==> config.mk <==
export PLATFORM = sky130hd
export DESIGN_NAME = ram_arbiter
export DESIGN_NICKNAME = d
export VERILOG_FILES = /design/src/rtl/ram_arbiter.sv
export SDC_FILE = /design/constraint.sdc
export NUM_CORES = 1
export LEC_CHECK = 0
export BUFFER_PORTS_ARGS = -buffer_cell sky130_fd_sc_hd__buf_2
export CORE_MARGIN = 3
export CORE_UTILIZATION = 50
export CTS_BUF_LIST = sky130_fd_sc_hd__clkbuf_4 sky130_fd_sc_hd__clkbuf_8 sky130_fd_sc_hd__clkbuf_16
export CTS_CLUSTER_SIZE = 28
export DETAILED_ROUTE_END_ITERATION = 6
export GPL_TIMING_DRIVEN = 0
export MAX_ROUTING_LAYER = met4
export PLACE_DENSITY = 0.93
export REMOVE_ABC_BUFFERS = 1
export SYNTH_ARGS = -nofsm -noshare
export SYNTH_HDL_FRONTEND = slang
export SYNTH_SLANG_ARGS = --single-unit
==> constraint.sdc <==
create_clock -name clk -period 3.95 [get_ports clk]
set_input_delay 0.79 -clock clk [delete_from_list [all_inputs] [get_ports clk]]
set_output_delay 0.79 -clock clk [all_outputs]
set_load 0.02 [all_outputs]
==> src/rtl/ram_arbiter.sv <==
// Two-port round-robin arbiter in front of a single-port RAM.
// Ports: clk, rst_n, a_*/b_* req/gnt requesters, mem_* RAM side.
module ram_arbiter #(
  parameter int ADDR_W    = 10,
  parameter int DATA_W    = 16,
  parameter int MAX_BURST = 4
) (
  input  logic              clk,
  input  logic              rst_n,
  input  logic              a_req,
  input  logic              a_we,
  input  logic [ADDR_W-1:0] a_addr,
  input  logic [DATA_W-1:0] a_din,
  output logic              a_gnt,
  output logic              a_rvalid,
  output logic [DATA_W-1:0] a_rdata,
  input  logic              b_req,
  input  logic              b_we,
  input  logic [ADDR_W-1:0] b_addr,
  input  logic [DATA_W-1:0] b_din,
  output logic              b_gnt,
  output logic              b_rvalid,
  output logic [DATA_W-1:0] b_rdata,
  output logic              mem_we,
  output logic [ADDR_W-1:0] mem_addr,
  output logic [DATA_W-1:0] mem_din,
  input  logic [DATA_W-1:0] mem_dout
);

  localparam int CW = $clog2(MAX_BURST + 1);
  localparam logic [CW-1:0] CMAX = CW'(MAX_BURST);
  localparam logic [CW-1:0] ONE  = CW'(1);

  typedef enum logic [1:0] {
    IDLE,
    OWN_A,
    OWN_B
  } state_t;

  state_t        state;
  state_t        state_nx;
  logic [CW-1:0] cnt;
  logic [CW-1:0] cnt_nx;
  logic [CW-1:0] cnt_inc;
  logic          last_b;
  logic          ga;
  logic          gb;
  logic          iss_v;
  logic          iss_b;
  logic          a_rv;
  logic          b_rv;

  assign cnt_inc = (cnt == CMAX) ? cnt : cnt + ONE;

  always_comb begin
    ga       = 1'b0;
    gb       = 1'b0;
    state_nx = state;
    cnt_nx   = cnt;
    unique case (state)
      OWN_A: begin
        if (a_req && (!b_req || cnt < CMAX)) begin
          ga     = 1'b1;
          cnt_nx = cnt_inc;
        end else if (b_req) begin
          gb       = 1'b1;
          state_nx = OWN_B;
          cnt_nx   = ONE;
        end else begin
          state_nx = IDLE;
          cnt_nx   = '0;
        end
      end
      OWN_B: begin
        if (b_req && (!a_req || cnt < CMAX)) begin
          gb     = 1'b1;
          cnt_nx = cnt_inc;
        end else if (a_req) begin
          ga       = 1'b1;
          state_nx = OWN_A;
          cnt_nx   = ONE;
        end else begin
          state_nx = IDLE;
          cnt_nx   = '0;
        end
      end
      default: begin
        // Tie goes to the port that did not win last.
        if (a_req && (!b_req || last_b)) begin
          ga       = 1'b1;
          state_nx = OWN_A;
          cnt_nx   = ONE;
        end else if (b_req) begin
          gb       = 1'b1;
          state_nx = OWN_B;
          cnt_nx   = ONE;
        end else begin
          state_nx = IDLE;
          cnt_nx   = '0;
        end
      end
    endcase
  end

  assign a_gnt = ga;
  assign b_gnt = gb;

  always_ff @(posedge clk or negedge rst_n) begin
    if (!rst_n) begin
      state    <= IDLE;
      cnt      <= '0;
      last_b   <= 1'b1;
      mem_we   <= 1'b0;
      mem_addr <= '0;
      mem_din  <= '0;
      iss_v    <= 1'b0;
      iss_b    <= 1'b0;
      a_rv     <= 1'b0;
      b_rv     <= 1'b0;
    end else begin
      state  <= state_nx;
      cnt    <= cnt_nx;
      mem_we <= (ga & a_we) | (gb & b_we);
      if (ga | gb) begin
        last_b <= gb;
      end
      if (ga) begin
        mem_addr <= a_addr;
        mem_din  <= a_din;
      end else if (gb) begin
        mem_addr <= b_addr;
        mem_din  <= b_din;
      end
      // Owner tag follows the access into the RAM read stage.
      iss_v <= ga | gb;
      iss_b <= gb;
      a_rv  <= iss_v & ~iss_b;
      b_rv  <= iss_v & iss_b;
    end
  end

  assign a_rvalid = a_rv;
  assign b_rvalid = b_rv;
  assign a_rdata  = mem_dout;
  assign b_rdata  = mem_dout;

endmodule
Word level (Yosys, flattened, before mapping) --
Index checks and enable logic that the tools add are counted.
Word-level totals: bits in registers 37, latch bits 0, bits in writable memories 0, ROM bits 0, bits of input ports 74, output and inout bits 63, memories kept 0
Cells by class: add/subtract/negate cells 1, multiply operators 0, divide/modulo/power cells 0, magnitude comparators 1, equality and inequality tests 5, shift operators 0, mux-type cells 27, bitwise gates (word level) 7, reduce and logical (&&, ||, !) cells 10
Operators with widths (count):
- two-way mux 16 bit | 2
- two-way mux 10 bit | 2
- two-way mux 3 bit | 4
- two-way mux 1 bit | 11
- two-way mux 2 bit | 4
- case mux 3 bit (2 select lines) | 1
- bitwise AND 1 bit | 4
- != test 2 bit, second input constant | 2
- case mux 1 bit (2 select lines) | 2
- case mux 2 bit (2 select lines) | 1
- adder 3 x 1 -> 3 bit, second input constant | 1
- equality test 3 bit, second input constant | 1
- logical AND 1 bit | 3
- logical OR 1 bit | 3
- less-than comparator 3 bit, second input constant | 1
- equality test 2 x 1 -> 1 bit, second input constant | 1
- equality test 2 bit, second input constant | 1
- zero test 1 bit | 2
- OR 1 bit | 2
- AND reduction 2 bit | 1
- nonzero test 2 bit | 1
- inverter 1 bit | 1

Longest topological paths before layout --
word-level depth 7, depth in mapped cells 10, gate-level depth less buffers 6

Worst setup path before layout --
Ideal clock, no wire load.
path type in2out, start point input b_req, end point output b_gnt, arrival 2.127 ns, data required time 3.160 ns, slack 1.033 ns, cell stages on the path 5, buffers on the path 3, path through clkbuf_1 -> inv_1 -> clkbuf_1 -> clkbuf_1 -> o21ai_0
Between the ends: word-level cells in the longest chain between the ends 5, elaborated cells between the ends (all ways) 11, classes of those cells 5 x mux; 6 x reduce/logical
RTL lines:
- from (decl) | RTL line 17 | input logic b_req,
- zero test 1 bit | RTL line 62, 89
- logical OR 1 bit, on equally long branches | RTL line 89, 62
- logical AND 1 bit, on equally long branches | RTL line 89, 62
- two-way mux 1 bit, on equally long branches | RTL line 89, 62
- case mux 1 bit (2 select lines) (*) | RTL line 60 | unique case (state)
- to (decl) | RTL line 21 | output logic b_gnt,
Mark *: on every way between the ends. The rest lies on a longest branch, timed or not.

Final worst setup path --
start point register state[0], end point output a_gnt
Between the ends: word-level cells in the longest chain between the ends 2, elaborated cells between the ends (all ways) 3, classes of those cells 2 x eq/ne; 1 x mux
RTL lines:
- from (decl) | RTL line 40 | state_t state;
- from (signal assigned) | RTL line 121 | state <= state_nx;
- equality test 2 bit / equality test 2 x 1 -> 1 bit (equally long branches) | RTL line 60
- case mux 1 bit (2 select lines) (*) | RTL line 60
- to (decl) | RTL line 14 | output logic a_gnt,
Marked as above.

==> results_dict.tcl <==
set metrics [dict create \
    timing.final.crit_share_pct 91.2 \
    die_y_um 79.0 \
    grt_max_degree 38 \
    postRouteAntennaNets 0 \
    netlist_top_cells_area "dfrtp_1 (34%), o211ai_1 (15%), mux2_4 (11%), buf_4 (9.0%), o21ai_0 (6.0%)" \
    clkLatencyLatePin_ps 290 \
    hold_viol_final 0 \
    cts_buffer_depth 2 \
    dr.pass1.iters 4 \
    initial_core_util_pct 53.9 \
    tightest_slew_ps 956 \
    fin_area_um2 2940 \
    antenna_found_initial 0 \
    viasPerCell 6.12 \
    finalSetupViolations 0 \
    synth-seq-cells 37 \
    slew_violations 0 \
    r2r_start "state[0]" \
    dp.cells 372 \
    die_area_um2 6240 \
    vias 2327 \
    r2r_cells 6 \
    maxCapViolations 0 \
    antennaDiodeCount 0 \
    fin_crit_ps 3600 \
    yosysSeqAreaShare_pct 34.8 \
    worstPathArrival_ps 2810 \
    nets 390 \
    hold_path_end "a_rvalid" \
    drc 0 \
    hp-class "reg -> reg" \
    io_pins 137 \
    routed_wl_um 7410 \
    yosysWarnings 0 \
    cp_max_fo 28 \
    clock-sinks 37 \
    grtUsageTotal_pct 24.9 \
    grt-ovfl-total 0 \
    clk_pin_slew_worst_paths_ps 80 \
    grt_pass1_vias 2455 \
    dieWidth_um 79.0 \
    fin_worst_skew_ps 9.50 \
    max_freq_mhz 278 \
    area_growth_pct 10.4 \
    finalWeightedCongestion 0.816 \
    reg2reg_slack_ps 670 \
    wire_per_inst_um 19.5 \
    holdCritStartpoint "iss_b" \
    ys_types 35 \
    rsz0062_at_grt "false" \
    status "finished clean" \
    port_buffers 88 \
    required_ps 3160 \
    cp-start-kind "flip-flop" \
    power_density_nw_per_um2 879 \
    power.leakage_nw 1.30 \
    stdcell_count 380 \
    syn-cell-area_um2 2670 \
    cts_hold_buf 0 \
    root_buffer "clkbuf_8" \
    vdd_drop_max_mv 0.487 \
    htree_levels 2 \
    timing.rr.end "mem_din[15]" \
    synth_top_area_share_pct 33.8 \
    final_layout_size_suffix_gt1_share_pct 42.2 \
    synth.avg_cell_area_um2 9.73 \
    grt_pass1_wl_um 12000 \
    max-slew-margin-rel_pct 36.2 \
    yosysTopAreaCell "dfrtp_1" \
    synthCells 274 \
    first_iter_violations 151 \
    cts-buffers-inserted 5 \
    endpoint_kind "primary output" \
    dpl_cell_area_um2 2840 \
    post_cts_buffers 0 \
    path_class "reg -> out" \
    hpwl_um 4970 \
    hold_path_depth 1 \
    tritoncts "yes" \
    rows 25 \
    coreArea_um2 4940 \
]
[cell type report]
class	count	area, µm²
tap	67	83.8
clock inverter	2	13.8
sequential	37	927
fill	425	2000
inverter	7	26.3
timing repair buffer	90	470
clock buffer	6	82.6
multi-input combinational	171	1340
[where the power goes]
group          switching [mW]  total (mW)  internal (mW)
clock network           0.141       0.282          0.142
registers              0.0997       0.676          0.576
logic                   0.897        1.63          0.731
[cells in the final DEF (no fill, tap or decap), drive strengths merged, types with 2 or more instances in the layout]
cell	count
clkbuf	6
ha	4
clkinv	2
o211ai	54
nor2b	2
dfrtp	36
o21a	2
inv	7
a21boi	2
o21ai	32
nand3b	3
nand2	3
buf	90
nand3	27
mux2	27
[cells by family after synthesis]
logic type               count (synthesis)  synth area share, %
buffers and inverters                   66                 15.3
AO/OA/AOI/OAI                           99                 25.1
multiplexers                            27                 14.2
XOR/XNOR                                 1                0.329
flip-flops                              37                 34.8
adder cells (fa/ha/maj)                  4                 1.88
AND/OR/NAND/NOR                         40                 8.36
[sequential cells by signal (all words and copies together) (netlist names)]
| name | flops |
|---|---|
| iss_v | 1 |
| a_rvalid | 1 |
| last_b | 1 |
| mem_addr | 10 |
| mem_we | 1 |
| cnt | 3 |
| mem_din | 16 |
| state | 2 |
| iss_b | 1 |
| b_rvalid | 1 |
[how the worst max path moves through the flow]
stage / slack [ps] / to / startpoint / cells after the start
4_1_cts: 40 / a_gnt / state[0] / 6
3_5_place_dp: 20 / mem_addr[9] / a_req / 5
2_1_floorplan: 510 / b_gnt / state[0] / 5
5_1_grt: 150 / a_gnt / state[0] / 6
3_3_place_gp: -60 / b_gnt / state[0] / 6
6_report: 350 / a_gnt / state[0] / 6
[critical path, cell delays in order (launching register included)]
cell and delay [ps]:
dfrtp_1 380, inv_1 60, ha_1 520, o21a_2 540, o21a_2 650, a21o_1 190
buf_2 180
[synthesized netlist by cell type]
cell and count:
a22o_1 1, buf_6 5, a21boi_0 1, dfrtp_1 36, a21bo_2 1, a221oi_1 1, ha_1 4, a22oi_1 1
mux2_2 7, inv_1 7, mux2_4 20, o21ai_0 32, dfstp_2 1, and2_1 1, a31oi_1 1, nor3b_1 1
nand2_1 3, clkbuf_1 20, nor2_1 1, o21bai_1 1, a21o_1 1, nand3_1 27, nand3b_1 2, nand3b_4 1
o21a_1 2, o211ai_1 54, buf_2 2, xnor2_1 1, a32oi_1 1, buf_4 32, nand2b_1 1, nor3_1 1
o2111ai_1 1, nor2b_1 2, a21boi_1 1
[per-stage QoR]
stage	worst slack, ps	TNS, ps	hold WS (ps)	util, %	total power, mW
after global routing	150	0	442	59.5	2.76
after detailed placement	24.6	0	407	57.5	2.31
after floorplan	509	0	395	-	1.85
final	347	0	420	59.5	2.59
after CTS	38.3	0	418	59.5	2.60
after global placement	-64.8	-64.8	408	56.8	2.22
[metal layers]
metal	GRT usage (%)	vias up	wire, µm	share of wire, %
li1	-	1061	-	-
met1	31.1	1131	3060	41
met2	37.3	127	3500	47
met3	9.18	8	783	11
met4	8.93	0	66	0.89
met5	-	-	0	0
[repair_timing]
item	CTS	global route
setup endpoints to repair	1	1
gates cloned	0	0
gates resized for setup	1	1
Power figures use the tool's default switching activity.
